[config.mk]
export PLATFORM = sky130hd
export DESIGN_NAME = ebpc_encoder_frontend_p_flat
export DESIGN_NICKNAME = d
export VERILOG_FILES = /design/src/rtl/ebpc_encoder_frontend_p_if.sv /design/src/rtl/ebpc_encoder_frontend_p.sv /design/src/flat_wrapper.sv
export SDC_FILE = /design/constraint.sdc
export NUM_CORES = 1
export LEC_CHECK = 0
export CELL_PAD_IN_SITES_DETAIL_PLACEMENT = 1
export CELL_PAD_IN_SITES_GLOBAL_PLACEMENT = 2
export CORE_MARGIN = 2
export CORE_UTILIZATION = 38
export CTS_CLUSTER_SIZE = 30
export DETAILED_ROUTE_END_ITERATION = 10
export PLACE_DENSITY_LB_ADDON = 0.25
export SYNTH_ARGS = -nofsm -noshare
export SYNTH_HDL_FRONTEND = slang
export SYNTH_SLANG_ARGS = --single-unit
export TNS_END_PERCENT = 50
[constraint.sdc]
create_clock -name clk_i -period 3.4 [get_ports clk_i]
set_clock_uncertainty 0.15 [all_clocks]
set_input_delay 0.68 -clock clk_i [delete_from_list [all_inputs] [get_ports clk_i]]
set_output_delay 0.68 -clock clk_i [all_outputs]
set_load 0.01 [all_outputs]
[src/rtl/ebpc_encoder_frontend_p_if.sv]
// Signal bundle for the EBPC encoder front-end: the input word stream, the
// flag and value output streams, and the per-frame status outputs.
interface ebpc_encoder_frontend_p_if #(
  parameter int DATA_W = 8,
  parameter int CNT_W  = 16
);
  logic              bypass_i;
  logic [DATA_W-1:0] data_i;
  logic              last_i;
  logic              vld_i;
  logic              rdy_o;
  logic              idle_o;
  logic              flag_o;
  logic              flag_last_o;
  logic              flag_vld_o;
  logic              flag_rdy_i;
  logic [DATA_W-1:0] val_data_o;
  logic              val_last_o;
  logic              val_vld_o;
  logic              val_rdy_i;
  logic [CNT_W-1:0]  frame_words_o;
  logic [CNT_W-1:0]  frame_nz_o;
  logic              frame_done_o;

  modport master (
    output bypass_i, data_i, last_i, vld_i, flag_rdy_i, val_rdy_i,
    input  rdy_o, idle_o, flag_o, flag_last_o, flag_vld_o,
           val_data_o, val_last_o, val_vld_o,
           frame_words_o, frame_nz_o, frame_done_o
  );

  modport slave (
    input  bypass_i, data_i, last_i, vld_i, flag_rdy_i, val_rdy_i,
    output rdy_o, idle_o, flag_o, flag_last_o, flag_vld_o,
           val_data_o, val_last_o, val_vld_o,
           frame_words_o, frame_nz_o, frame_done_o
  );
endinterface

[src/rtl/ebpc_encoder_frontend_p.sv]
// EBPC encoder front-end: splits words into a zero/nonzero flag stream and a
// block-padded nonzero value stream, each behind its own FWFT FIFO.
module ebpc_encoder_frontend_p_fifo #(
  parameter int WIDTH = 2,
  parameter int DEPTH = 4
) (
  input  logic             clk_i,
  input  logic             rst_ni,
  input  logic             push_i,
  input  logic [WIDTH-1:0] wdata_i,
  input  logic             pop_i,
  output logic [WIDTH-1:0] rdata_o,
  output logic             full_o,
  output logic             empty_o
);
  localparam int PTR_W = (DEPTH > 1) ? $clog2(DEPTH) : 1;
  localparam int CNT_W = $clog2(DEPTH + 1);

  logic [WIDTH-1:0] mem_q [DEPTH];
  logic [PTR_W-1:0] wr_ptr_q, wr_ptr_d, rd_ptr_q, rd_ptr_d;
  logic [CNT_W-1:0] count_q, count_d;
  logic             do_pop;

  assign empty_o = (count_q == '0);
  assign full_o  = (count_q == CNT_W'(DEPTH));
  assign do_pop  = pop_i && !empty_o;
  // Data is forced to zero when empty so nothing stale shows on the bus.
  assign rdata_o = empty_o ? '0 : mem_q[rd_ptr_q];

  always_comb begin
    wr_ptr_d = wr_ptr_q;
    rd_ptr_d = rd_ptr_q;
    count_d  = count_q;
    if (push_i) wr_ptr_d = (wr_ptr_q == PTR_W'(DEPTH - 1)) ? '0 : wr_ptr_q + PTR_W'(1);
    if (do_pop) rd_ptr_d = (rd_ptr_q == PTR_W'(DEPTH - 1)) ? '0 : rd_ptr_q + PTR_W'(1);
    case ({push_i, do_pop})
      2'b10:   count_d = count_q + CNT_W'(1);
      2'b01:   count_d = count_q - CNT_W'(1);
      default: count_d = count_q;
    endcase
  end

  always_ff @(posedge clk_i or negedge rst_ni) begin
    if (!rst_ni) begin
      wr_ptr_q <= '0;
      rd_ptr_q <= '0;
      count_q  <= '0;
    end else begin
      wr_ptr_q <= wr_ptr_d;
      rd_ptr_q <= rd_ptr_d;
      count_q  <= count_d;
    end
  end

  always_ff @(posedge clk_i) begin
    if (push_i) mem_q[wr_ptr_q] <= wdata_i;
  end
endmodule

module ebpc_encoder_frontend_p #(
  parameter int DATA_W     = 8,
  parameter int BLOCK_SIZE = 8,
  parameter int FIFO_DEPTH = 4,
  parameter int CNT_W      = 16
) (
  input logic                      clk_i,
  input logic                      rst_ni,
  ebpc_encoder_frontend_p_if.slave bus
);
  localparam int                BLK_W    = $clog2(BLOCK_SIZE);
  localparam logic [BLK_W-1:0]  BLK_LAST = BLK_W'(BLOCK_SIZE - 1);

  typedef enum logic [1:0] {RUN, TAIL, PAD} state_e;

  state_e            state_q, state_d;
  logic              in_frame_q, in_frame_d;
  logic              bypass_q, bypass_d;
  logic [DATA_W-1:0] hold_q, hold_d;
  logic              hold_vld_q, hold_vld_d;
  logic [BLK_W-1:0]  blk_cnt_q, blk_cnt_d;
  logic [CNT_W-1:0]  words_q, words_d, nz_q, nz_d;
  logic              done_q, done_d;

  logic              flag_push, flag_full, flag_empty;
  logic [1:0]        flag_wdata, flag_rdata;
  logic              val_push, val_full, val_empty;
  logic [DATA_W:0]   val_wdata, val_rdata;
  logic              accept, frame_bypass, word_nz, blk_end;

  // Mode is latched on the first word, so later bypass_i changes are ignored.
  assign frame_bypass = in_frame_q ? bypass_q : bus.bypass_i;
  assign word_nz      = (bus.data_i != '0);
  assign blk_end      = (blk_cnt_q == BLK_LAST);
  assign bus.rdy_o    = rst_ni && (state_q == RUN) && !flag_full && !val_full;
  assign accept       = bus.vld_i && bus.rdy_o;

  always_comb begin
    state_d    = state_q;
    in_frame_d = in_frame_q;
    bypass_d   = bypass_q;
    hold_d     = hold_q;
    hold_vld_d = hold_vld_q;
    blk_cnt_d  = blk_cnt_q;
    words_d    = words_q;
    nz_d       = nz_q;
    done_d     = 1'b0;
    flag_push  = 1'b0;
    flag_wdata = {word_nz, bus.last_i};
    val_push   = 1'b0;
    val_wdata  = {1'b0, hold_q};
    unique case (state_q)
      RUN: begin
        if (accept) begin
          in_frame_d = !bus.last_i;
          bypass_d   = frame_bypass;
          if (!in_frame_q) begin
            words_d = CNT_W'(1);
            nz_d    = CNT_W'(word_nz);
          end else begin
            if (words_q != '1) words_d = words_q + CNT_W'(1);
            if (word_nz && (nz_q != '1)) nz_d = nz_q + CNT_W'(1);
          end
          if (frame_bypass) begin
            val_push  = 1'b1;
            val_wdata = {bus.last_i, bus.data_i};
            done_d    = bus.last_i;
          end else begin
            flag_push = 1'b1;
            // The previous nonzero value is only released once a newer one arrives,
            // so the true last value can still be tagged at frame end.
            if (word_nz) begin
              if (hold_vld_q) begin
                val_push  = 1'b1;
                blk_cnt_d = blk_cnt_q + BLK_W'(1);
              end
              hold_d     = bus.data_i;
              hold_vld_d = 1'b1;
            end
            if (bus.last_i) state_d = (word_nz || hold_vld_q) ? TAIL : PAD;
          end
        end
      end
      TAIL: begin
        if (!val_full) begin
          val_push   = 1'b1;
          val_wdata  = {blk_end, hold_q};
          hold_vld_d = 1'b0;
          if (blk_end) begin
            state_d   = RUN;
            done_d    = 1'b1;
            blk_cnt_d = '0;
          end else begin
            state_d   = PAD;
            blk_cnt_d = blk_cnt_q + BLK_W'(1);
          end
        end
      end
      PAD: begin
        if (!val_full) begin
          val_push  = 1'b1;
          val_wdata = {blk_end, {DATA_W{1'b0}}};
          if (blk_end) begin
            state_d   = RUN;
            done_d    = 1'b1;
            blk_cnt_d = '0;
          end else begin
            blk_cnt_d = blk_cnt_q + BLK_W'(1);
          end
        end
      end
      default: state_d = RUN;
    endcase
  end

  always_ff @(posedge clk_i or negedge rst_ni) begin
    if (!rst_ni) begin
      state_q    <= RUN;
      in_frame_q <= 1'b0;
      bypass_q   <= 1'b0;
      hold_q     <= '0;
      hold_vld_q <= 1'b0;
      blk_cnt_q  <= '0;
      words_q    <= '0;
      nz_q       <= '0;
      done_q     <= 1'b0;
    end else begin
      state_q    <= state_d;
      in_frame_q <= in_frame_d;
      bypass_q   <= bypass_d;
      hold_q     <= hold_d;
      hold_vld_q <= hold_vld_d;
      blk_cnt_q  <= blk_cnt_d;
      words_q    <= words_d;
      nz_q       <= nz_d;
      done_q     <= done_d;
    end
  end

  ebpc_encoder_frontend_p_fifo #(.WIDTH(2), .DEPTH(FIFO_DEPTH)) u_flag_fifo (
    .clk_i   (clk_i),
    .rst_ni  (rst_ni),
    .push_i  (flag_push),
    .wdata_i (flag_wdata),
    .pop_i   (bus.flag_rdy_i),
    .rdata_o (flag_rdata),
    .full_o  (flag_full),
    .empty_o (flag_empty)
  );

  ebpc_encoder_frontend_p_fifo #(.WIDTH(DATA_W + 1), .DEPTH(FIFO_DEPTH)) u_val_fifo (
    .clk_i   (clk_i),
    .rst_ni  (rst_ni),
    .push_i  (val_push),
    .wdata_i (val_wdata),
    .pop_i   (bus.val_rdy_i),
    .rdata_o (val_rdata),
    .full_o  (val_full),
    .empty_o (val_empty)
  );

  assign bus.flag_o        = flag_rdata[1];
  assign bus.flag_last_o   = flag_rdata[0];
  assign bus.flag_vld_o    = !flag_empty;
  assign bus.val_data_o    = val_rdata[DATA_W-1:0];
  assign bus.val_last_o    = val_rdata[DATA_W];
  assign bus.val_vld_o     = !val_empty;
  assign bus.frame_words_o = words_q;
  assign bus.frame_nz_o    = nz_q;
  assign bus.frame_done_o  = done_q;
  assign bus.idle_o        = rst_ni && (state_q == RUN) && !in_frame_q && !hold_vld_q
                             && flag_empty && val_empty;
endmodule

[src/flat_wrapper.sv]
// flat-port wrapper written by rule: the top's interface ports become plain ports
module ebpc_encoder_frontend_p_flat 
#(
  parameter int DATA_W     = 8,
  parameter int BLOCK_SIZE = 8,
  parameter int FIFO_DEPTH = 4,
  parameter int CNT_W      = 16
)
  (clk_i, rst_ni, bus_bypass_i, bus_data_i, bus_last_i, bus_vld_i, bus_flag_rdy_i, bus_val_rdy_i, bus_rdy_o, bus_idle_o, bus_flag_o, bus_flag_last_o, bus_flag_vld_o, bus_val_data_o, bus_val_last_o, bus_val_vld_o, bus_frame_words_o, bus_frame_nz_o, bus_frame_done_o);
  ebpc_encoder_frontend_p_if #(.DATA_W(DATA_W), .CNT_W(CNT_W)) bus_i ();
  input logic clk_i;
  input logic rst_ni;
  input wire logic [$bits(bus_i.bypass_i)-1:0] bus_bypass_i;
  input wire logic [$bits(bus_i.data_i)-1:0] bus_data_i;
  input wire logic [$bits(bus_i.last_i)-1:0] bus_last_i;
  input wire logic [$bits(bus_i.vld_i)-1:0] bus_vld_i;
  input wire logic [$bits(bus_i.flag_rdy_i)-1:0] bus_flag_rdy_i;
  input wire logic [$bits(bus_i.val_rdy_i)-1:0] bus_val_rdy_i;
  output wire logic [$bits(bus_i.rdy_o)-1:0] bus_rdy_o;
  output wire logic [$bits(bus_i.idle_o)-1:0] bus_idle_o;
  output wire logic [$bits(bus_i.flag_o)-1:0] bus_flag_o;
  output wire logic [$bits(bus_i.flag_last_o)-1:0] bus_flag_last_o;
  output wire logic [$bits(bus_i.flag_vld_o)-1:0] bus_flag_vld_o;
  output wire logic [$bits(bus_i.val_data_o)-1:0] bus_val_data_o;
  output wire logic [$bits(bus_i.val_last_o)-1:0] bus_val_last_o;
  output wire logic [$bits(bus_i.val_vld_o)-1:0] bus_val_vld_o;
  output wire logic [$bits(bus_i.frame_words_o)-1:0] bus_frame_words_o;
  output wire logic [$bits(bus_i.frame_nz_o)-1:0] bus_frame_nz_o;
  output wire logic [$bits(bus_i.frame_done_o)-1:0] bus_frame_done_o;
  assign bus_i.bypass_i = bus_bypass_i;
  assign bus_i.data_i = bus_data_i;
  assign bus_i.last_i = bus_last_i;
  assign bus_i.vld_i = bus_vld_i;
  assign bus_i.flag_rdy_i = bus_flag_rdy_i;
  assign bus_i.val_rdy_i = bus_val_rdy_i;
  assign bus_rdy_o = bus_i.rdy_o;
  assign bus_idle_o = bus_i.idle_o;
  assign bus_flag_o = bus_i.flag_o;
  assign bus_flag_last_o = bus_i.flag_last_o;
  assign bus_flag_vld_o = bus_i.flag_vld_o;
  assign bus_val_data_o = bus_i.val_data_o;
  assign bus_val_last_o = bus_i.val_last_o;
  assign bus_val_vld_o = bus_i.val_vld_o;
  assign bus_frame_words_o = bus_i.frame_words_o;
  assign bus_frame_nz_o = bus_i.frame_nz_o;
  assign bus_frame_done_o = bus_i.frame_done_o;
  ebpc_encoder_frontend_p #(.DATA_W(DATA_W), .BLOCK_SIZE(BLOCK_SIZE), .FIFO_DEPTH(FIFO_DEPTH), .CNT_W(CNT_W)) u_core (.clk_i(clk_i), .rst_ni(rst_ni), .bus(bus_i));
endmodule
# == Word-level counts from Yosys, hierarchy flattened ==
# Memories as Yosys holds them, arrays and structs flattened.
# Cells that the tools add are included.
# word_totals
out_inout_bits,48
mem_count,2
ff_bits,63
inputBits,15
wordCells,147
mem_bits_rw,44
# classes
muxes,57
eq_ne,26
bitwise_logic,1
add_sub_neg,11
n_reduce_logical,35
# memory_table
name,words,width,rd,rd_ports_with_merged_regs,wr,line_no,rtl
u_core.u_val_fifo.mem_q,4,9,1,0,1,ebpc_encoder_frontend_p.sv:19,logic [WIDTH-1:0] mem_q [DEPTH];
u_core.u_flag_fifo.mem_q,4,2,1,0,1,ebpc_encoder_frontend_p.sv:19,
# ops
cell,n
16-bit 2-to-1 mux,4
9-bit 2-to-1 mux,5
16-bit by 1-bit adder with 16-bit output (second input constant),2
16-bit inequality test (second input constant),2
9-bit case mux with 3 select lines,1
2-bit 2-to-1 mux,13
1-bit 2-to-1 mux,21
3-bit 2-to-1 mux,6
3-bit case mux with 2 select lines,3
2-bit == test (second input constant),7
2-bit inequality test (second input constant),7
6-bit AND reduction,2
1-bit logical AND,11
3-bit by 1-bit adder with 3-bit output (second input constant),3
3-bit == test (second input constant),3
2-bit by 1-bit adder with 2-bit output (second input constant),4
2-bit by 1-bit inequality test with 1-bit output (second input constant),4
2-bit nonzero test,4
8-bit nonzero test,1
1-bit logical NOT,7
2-bit by 1-bit == test with 1-bit output (second input constant),3
3-bit logical NOT,2
1-bit case mux with 2 select lines,3
2-bit case mux with 3 select lines,1
9 further kinds,11

# == Depth between registers and ports, before layout ==
# Gate-level depths: netlist of the first run.
# logic_depth
ltp_word,9
ltp_mapped,13
mapped_depth_nobuf,12

# == By module ==
# A second synthesis of the first run with hierarchy kept.
# unflattened
hier_cells,476
hier_area_um2,5625.4
# modules_own_cells
module,area_per_inst_um2,cells_each,seq_area_each_um2,n_inst
ebpc_encoder_frontend_p,3029.2,329,1226.2,1
ebpc_encoder_frontend_p_fifo at u_core.u_val_fifo,1849.3,96,1256.2,1
ebpc_encoder_frontend_p_fifo at u_core.u_flag_fifo,747.0,51,415.4,1

# == Worst setup path after synthesis of the first run ==
# No wires, ideal clock.
# synth_path
path_type,input-to-reg
from,input port bus_data_i[3]
to,register u_core.u_val_fifo.count_q[2]
path_stages,12
slack_ps,439
t_arrival_ps,2732
setup_time_ps,79
required_ps,3171
path_buffers,0
path_cell_list,or4_4 nor2_4 inv_2 a21oi_2 o32ai_2 inv_1 ha_1 inv_1 fa_1 xor2_1 nor2_1 xor2_1
# synth_via
elab_chain_cells,7
elab_cells_between_ends,9
classes_between,eq/ne (2); mux (5); reduce/logical (2)
# synth_rtl
element,line_no,rtl
"start, declared",flat_wrapper.sv:14,input wire logic [$bits(bus_i.data_i)-1:0] bus_data_i;
8-bit nonzero test (*),ebpc_encoder_frontend_p.sv:92,assign word_nz = (bus.data_i != '0);
1-bit 2-to-1 mux (*),ebpc_encoder_frontend_p.sv:131,if (word_nz) begin
1-bit 2-to-1 mux (*),ebpc_encoder_frontend_p.sv:123,if (frame_bypass) begin
1-bit 2-to-1 mux (*),ebpc_encoder_frontend_p.sv:113,if (accept) begin
1-bit case mux with 2 select lines (*),ebpc_encoder_frontend_p.sv:111,unique case (state_q)
2-bit by 1-bit == test with 1-bit output / 2-bit == test (equally long branches),ebpc_encoder_frontend_p.sv:36,"case ({push_i, do_pop})"
3-bit case mux with 2 select lines / 2-bit nonzero test (equally long branches),--,
"end signal, assigned",ebpc_encoder_frontend_p.sv:51,count_q <= count_d;
"end, declared",ebpc_encoder_frontend_p.sv:21,"logic [CNT_W-1:0] count_q, count_d;"
# Mark *: on every way between the ends. The rest lies on a longest branch, timed or not.
# A chain may end at the register's enable or synchronous reset.

# == Worst setup path in the final report of the first run ==
# layout_path
from,input port rst_ni
to,output port bus_idle_o
# layout_via
elab_chain_cells,5
# layout_rtl
element,line_no,rtl
"start, declared",flat_wrapper.sv:12,input logic rst_ni;
1-bit logical AND (3 in a row),ebpc_encoder_frontend_p.sv:230,assign bus.idle_o = rst_ni && (state_q == RUN) && !in_frame_q && !hold_vld_q
1-bit logical AND (2 in a row),ebpc_encoder_frontend_p.sv:231,&& flag_empty && val_empty;
"end, declared",flat_wrapper.sv:20,output wire logic [$bits(bus_i.idle_o)-1:0] bus_idle_o;
# Every way passes these cells.

==> results.toml, run 1 <==
[outcome]
outcome = "finished, final reports clean"

[layout]
num-nets-final = 590
areaGrowthSynthToFinish_pct = 22.7
post-route-util_pct = 47.2
drive_above_1_share_pct = 14.7
fillers = 1556
antennaDiodeCount = 0

[timing]
finalCriticalPeriod_ns = 3.18
slew_headroom_pct = 45.8
setup_tns_ns = 0
finalCritPeriodShare_pct = 93.5
fmax_mhz = 315
worst_pin_slew_ns = 0.813
finalSetupViolCount = 0
maxSlewViolCount = 0
hold_viol = 0
rsz0062_at_grt = "false"

[yosys]
yosys-top-cells-count = "dfrtp_1 (63), edfxtp_1 (44), nand2_1 (35)"
yosysMostFrequentCell = "dfrtp_1"
yosysSeqAreaShare_pct = 52.2
synthArstFlopShare_pct = 58.9
ys_top_cells_by_area = "dfrtp_1 (28%), edfxtp_1 (24%), ha_1 (4.5%)"
ys_ff_latch = 107
synthCells = 475
syn_area_sq_um = 5550
synth_top_cell_by_area = "dfrtp_1"
synth_enable_flop_cells = 44
synth_nets = 512
ys_warn_count = 0
yosysUniqueCellTypes = 70
yosys.area.top_type_share_pct = 28.4
avgSynthCellArea_sq_um = 11.7
yosys_most_used_dff = "dfrtp_1"

[grt]
track_usage_pct = 17.9
grt_first_pass_wirelength_mm = 22.7
antenna_found_initial = 1
grt_pass1_vias = 4359
grt_overflow = 0
grt_max_degree = 61

[worst_setup_path]
cp-start-kind = "input pin"
critical_path_arrival_ns = 2.35
rrSetupSlack_ns = 0.46
worstPathRequired_ns = 2.57
ff2ff_path_depth = 12
worstSetupPathType = "in -> out"
r2r-start = "u_core.state_q[0]"
path_max_fanout = 6
cp-end-kind = "output pin"
r2r-end = "u_core.u_val_fifo.count_q[2]"

[power_and_ir_drop]
p_total_mw = 5.58
total_leakage_power_nw = 2.71
powerDensity_nw_per_um2 = 820
ir_drop_v = 0.000264

[min_path]
holdPathEnd = "u_core.u_flag_fifo.count_q[2]"
min_from = "u_core.u_flag_fifo.count_q[2]"
holdCritPathClass = "reg -> reg"
worst_hold_path.num_cells = 1

[cts]
clock_path_buffers = 2
clk_latency_ns = 0.35
cts_made_buffers = 9
cts_setup_buffers = 0
cts-root-buf = "clkbuf_16"
h-tree-depth = 3
clk_transition_reported_paths_ns = 0.07
cts_tree = "built"
clock_sinks = 107

[drt]
drtAntennaViolNets = 0
via_per_inst = 5.47
dr.pass1.iters = 4
via_count = 4057
dr.first_iter.drc_count = 198
wirelength_mm = 13.4
drc = 0
wl_per_cell_um = 18.1

[placed_design]
dp_hpwl_mm = 9.40
io_buffer_count = 62
place_congestion = 0.801

[die]
dieArea_sq_um = 15600
die_y_um = 125
die_x_um = 125
row_count = 44
start_util_pct = 38.5
coreArea_sq_um = 14400
io_pins = 63

[flow_run]
cap_viol_max_count = 0
==> cells by family after synthesis <==
group	share of synthesized area, %
flops	52.2
simple gates	17.7
buf+inv	3.16
compound gates	11.4
xor+xnor	1.26
mux	8.95
fa+ha+maj	5.23
==> per-layer routing <==
layer	GRT usage, %	part of all wire [%]
met1	23.6	47
met2	30.7	50
met3	3.18	2.5
met4	4.51	0.94
met5	0	0.082
==> per-stage QoR <==
stage          hold slack, ns  cells  setup slack [ns]  instance area (sq um)
2_1_floorplan           0.234    475             0.439                   5550
3_3_place_gp            0.318    725            0.0449                   6470
3_5_place_dp            0.327    725           -0.0599                   6470
4_1_cts                 0.339    742             0.136                   6800
5_1_grt                 0.365    742            0.0712                   6810
6_report                0.336    742             0.223                   6810
==> registers in the layout (all words and copies together), names as in the netlist, 3 cells and up <==
name and count:
u_core.bus.frame_nz_o 16, u_core.hold_q 8, u_core.blk_cnt_q 3, u_core.u_val_fifo.count_q 3, u_core.bus.frame_words_o 16, u_core.u_val_fifo.mem_q 36
u_core.u_flag_fifo.mem_q 8, u_core.u_flag_fifo.count_q 3
==> power breakdown <==
group          leakage (nW)  internal [mW]  total [mW]  switching, mW
logic                  1.35           1.13        2.30           1.16
clock network         0.159          0.598        1.12          0.523
registers              1.20           1.84        2.17          0.330
==> worst max-delay path: stages <==
cell and delay (ns):
dlygate4sd3_1 0.53, buf_2 0.18, nand2_1 0.10, nor4b_2 0.28
clkdlybuf4s50_1 0.58
==> cells in the final DEF (no fill, tap or decap), types with 4 or more instances in the layout <==
| cell type | netlist | routed |
|---|---|---|
| a21o_1 | 7 | 7 |
| a21oi_1 | 18 | 18 |
| a22o_1 | 15 | 15 |
| and2_1 | 21 | 21 |
| buf_4 | 1 | 21 |
| clkbuf_16 | 0 | 9 |
| clkdlybuf4s50_1 | 0 | 61 |
| dfrtp_1 | 63 | 63 |
| edfxtp_1 | 44 | 44 |
| ha_1 | 20 | 20 |
| inv_1 | 23 | 23 |
| mux2_2 | 11 | 11 |
| mux2i_1 | 11 | 11 |
| mux4_2 | 11 | 11 |
| nand2_1 | 35 | 35 |
| nand3_1 | 14 | 14 |
| nand4_1 | 11 | 11 |
| nor2_1 | 27 | 27 |
| nor3_1 | 10 | 10 |
| nor4_1 | 4 | 4 |
| o211ai_1 | 4 | 4 |
| o21ai_0 | 21 | 21 |
| o22ai_1 | 4 | 4 |
| or3_1 | 12 | 12 |
| or4_1 | 5 | 5 |
| xnor2_1 | 4 | 4 |
| xor2_1 | 4 | 4 |
==> how the worst max path moves through the flow <==
stage	depth (start not counted)	endpoint	start	slack, ns
6_report	5	bus_idle_o	rst_ni	0.22
3_5_place_dp	13	u_core.u_val_fifo.count_q[2]	bus_data_i[3]	-0.06
5_1_grt	5	bus_rdy_o	rst_ni	0.07
2_1_floorplan	12	u_core.u_val_fifo.count_q[2]	bus_data_i[3]	0.44
3_3_place_gp	13	u_core.u_val_fifo.count_q[2]	bus_data_i[3]	0.04
4_1_cts	5	bus_idle_o	rst_ni	0.14
==> repair_timing <==
item | in CTS | in global routing
hold buffers | 1 | 0
gates resized for setup | 0 | 1
endpoints found under the setup margin | 0 | 1
endpoints found under the hold margin | 3 | 0
==> layout make-up <==
cell class                      instances  area (sq um)  area share (%)
Clock inverter                          7          97.6            1.43
Sequential cell                       107          2900            42.6
Clock buffer                            9           225            3.31
Tap cell                              184           230            3.38
Timing Repair Buffer                   84           783            11.5
Inverter                               24          90.1            1.32
Multi-Input combinational cell        327          2480            36.5
Note: power is estimated with default switching activity, not from simulation.
==> inputs of run 2 (changes only) <==
CORE_MARGIN = not set   (was 2)
SLEW_MARGIN = 15   (was not set)
==> run 2 against run 1 <==
Sequential cell count unchanged. Critical endpoint unchanged. First-iteration DRC count is 6.6% lower. Critical path depth stayed put. Sequential share of layout area grew 0.15 points. Total power increased by 0.42%. Via count is 0.20% higher. Core utilization grew 1.1 points. Non-clock buffer count is 1 lower. Hold slack worse by 0.18 ns. Largest power group unchanged. Clock power is essentially flat. Fmax down 0.85%. Sequential power barely moved.
==> results.toml, run 2 (synthesized netlist as in run 1, its figures left out) <==
[cts]
cts_made_buffers = 9
h-tree-depth = 3
cts-root-buf = "clkbuf_16"
cts_resized = 0
cts_tree = "built"
clk_transition_reported_paths_ns = 0.08
clock_path_buffers = 2
clk_latency_ns = 0.36
clock_sinks = 107
hold_buffers = 0
cts_setup_buffers = 0

[placed_design]
dpl-instance-area_sq_um = 6460
dpl_worst_slack_ns = -0.0331
place_congestion = 0.784
dp_hpwl_mm = 9.57
io_buffer_count = 62

[flow_run]
cap_viol_max_count = 0

[timing]
fmax_mhz = 312
hold_viol = 0
finalCritPeriodShare_pct = 94.3
maxSlewViolCount = 0
finalSetupViolCount = 0
rsz0062_at_grt = "false"
worst_slack_ns = 0.195
worst_pin_slew_ns = 0.712
finalCriticalPeriod_ns = 3.20
slew_headroom_pct = 52.2

[power_and_ir_drop]
swShare_pct = 36.3
combPwrFrac_pct = 41.0
power_switching_mw = 2.04
total_leakage_power_nw = 2.71
powerDensity_nw_per_um2 = 827
intPower_mw = 3.57
seq_power_share_pct = 38.6
ir_drop_v = 0.000286
clkPwrFrac_pct = 20.4
p_total_mw = 5.61

[layout]
antennaDiodeCount = 0
areaGrowthSynthToFinish_pct = 22.2
final_common_cell = "dfrtp_1"
drive_above_1_share_pct = 14.5
layout_common_cells = "dfrtp_1 (63), clkdlybuf4s50_1 (61), edfxtp_1 (44)"
largest_register_ffs = 36
largest-register = "u_core.u_val_fifo.mem_q"
post-route-util_pct = 48.3
fin_area_sq_um = 6780
fillers = 1514
num-nets-final = 589

[drt]
m1WireLength_mm = 6.10
dr.pass1.iters = 4
drtAntennaViolNets = 0
drc = 0
wl_per_cell_um = 18.4
wirelength_mm = 13.6
wl_met3_um = 360
via_count = 4065
via_per_inst = 5.52
wl_met2_mm = 6.93
maxUsedRoutingLayer = "met4"
dr.first_iter.drc_count = 185

[die]
row_count = 43
coreArea_sq_um = 14000
die_x_um = 123
io_pins = 63
start_util_pct = 39.5
die_y_um = 123
dieArea_sq_um = 15100

[worst_setup_path]
critical_path_arrival_ns = 2.37
cp_slowest_stage_delay_ns = 0.60
cp-end-kind = "output pin"
crit_family = "buffers and inverters"
cp_cell_sequence = "inv_1 > ha_1 > nand2_1 > nor4b_1 > clkdlybuf4s50_1"
worstSetupPathType = "reg -> out"
path_buf_inv = 2
cpMaxStageDelayCell = "clkdlybuf4s50_1"
worstPathRequired_ns = 2.57
path_max_fanout = 9
cp-start-kind = "register"

[outcome]
outcome = "finished, final reports clean"

[grt]
antenna_found_initial = 0
track_usage_pct = 19.6
grt_pass1_vias = 4308
grt_max_degree = 53
grt_overflow = 0
grt_first_pass_wirelength_mm = 22.6

[min_path]
holdCritPathClass = "in -> async"
==> run 2: cell types whose count changed in the layout (fill, tap and decap cells not counted), sizes merged <==
cell and delta:
dlygate4sd3 -1, inv +2, clkinv -2
==> run 2: stage by stage <==
| step | TNS [ns] | std cells | hold WS, ns |
|---|---|---|---|
| 2_1_floorplan | 0 | 475 | 0.234 |
| 4_1_cts | 0 | 737 | 0.139 |
| 3_5_place_dp | -0.0331 | 721 | 0.342 |
| 5_1_grt | 0 | 737 | 0.147 |
| 6_report | 0 | 737 | 0.152 |
| 3_3_place_gp | 0 | 721 | 0.322 |
==> run 2: worst paths after layout <==
check                                              start                       endpoint  slack (ns)  depth (start not counted)
hold / removal                                    rst_ni   u_core.u_val_fifo.count_q[1]        0.15                          2
min in group clk_i         u_core.u_flag_fifo.count_q[2]  u_core.u_flag_fifo.count_q[2]        0.36                          1
hold reg to reg            u_core.u_flag_fifo.count_q[2]  u_core.u_flag_fifo.count_q[2]        0.36                          1
setup / recovery                       u_core.state_q[0]                     bus_idle_o        0.20                          5
max in group asynchronous                         rst_ni       u_core.bus.frame_nz_o[5]        2.28                          2
setup reg to reg                       u_core.state_q[0]   u_core.bus.frame_words_o[15]        0.40                          8
==> run 2: area by class of cell <==
| class | instances | area, sq um | area share [%] |
|---|---|---|---|
| flip-flops and latches | 107 | 2900 | 42.7 |
| inverters | 24 | 90.1 | 1.33 |
| clock inverters | 7 | 95.1 | 1.40 |
| clock buffers | 9 | 225 | 3.32 |
| well taps | 180 | 225 | 3.32 |
| repair buffers | 83 | 773 | 11.4 |
| multi-input cells | 327 | 2470 | 36.5 |
==> run 2: worst register-to-register path, cell delays in order, from the launching register on <==
cell and delay (ns):
dfrtp_1 0.43, inv_1 0.11, ha_1 0.39, nand3_2 0.18
or3_4 0.37, buf_4 0.27, a21o_1 0.40, or4_1 0.47
a21oi_1 0.15
==> run 2: power by group through the flow <==
stage	combinational [mW]	sequential [mW]	clock (mW)
final	2.30	2.16	1.14
after global routing	2.57	2.23	1.21
after CTS	2.34	2.17	1.17
after detailed placement	2.32	2.18	0
after global placement	2.21	2.15	0
after floorplan	1.48	2.10	0
==> run 2: routing by layer <==
layer / up-vias / global-route usage, %
li1: 1932 / -
met1: 2064 / 24.5
met2: 56 / 34.1
met3: 13 / 3.21
met4: 0 / 6.48
met5: - / 0
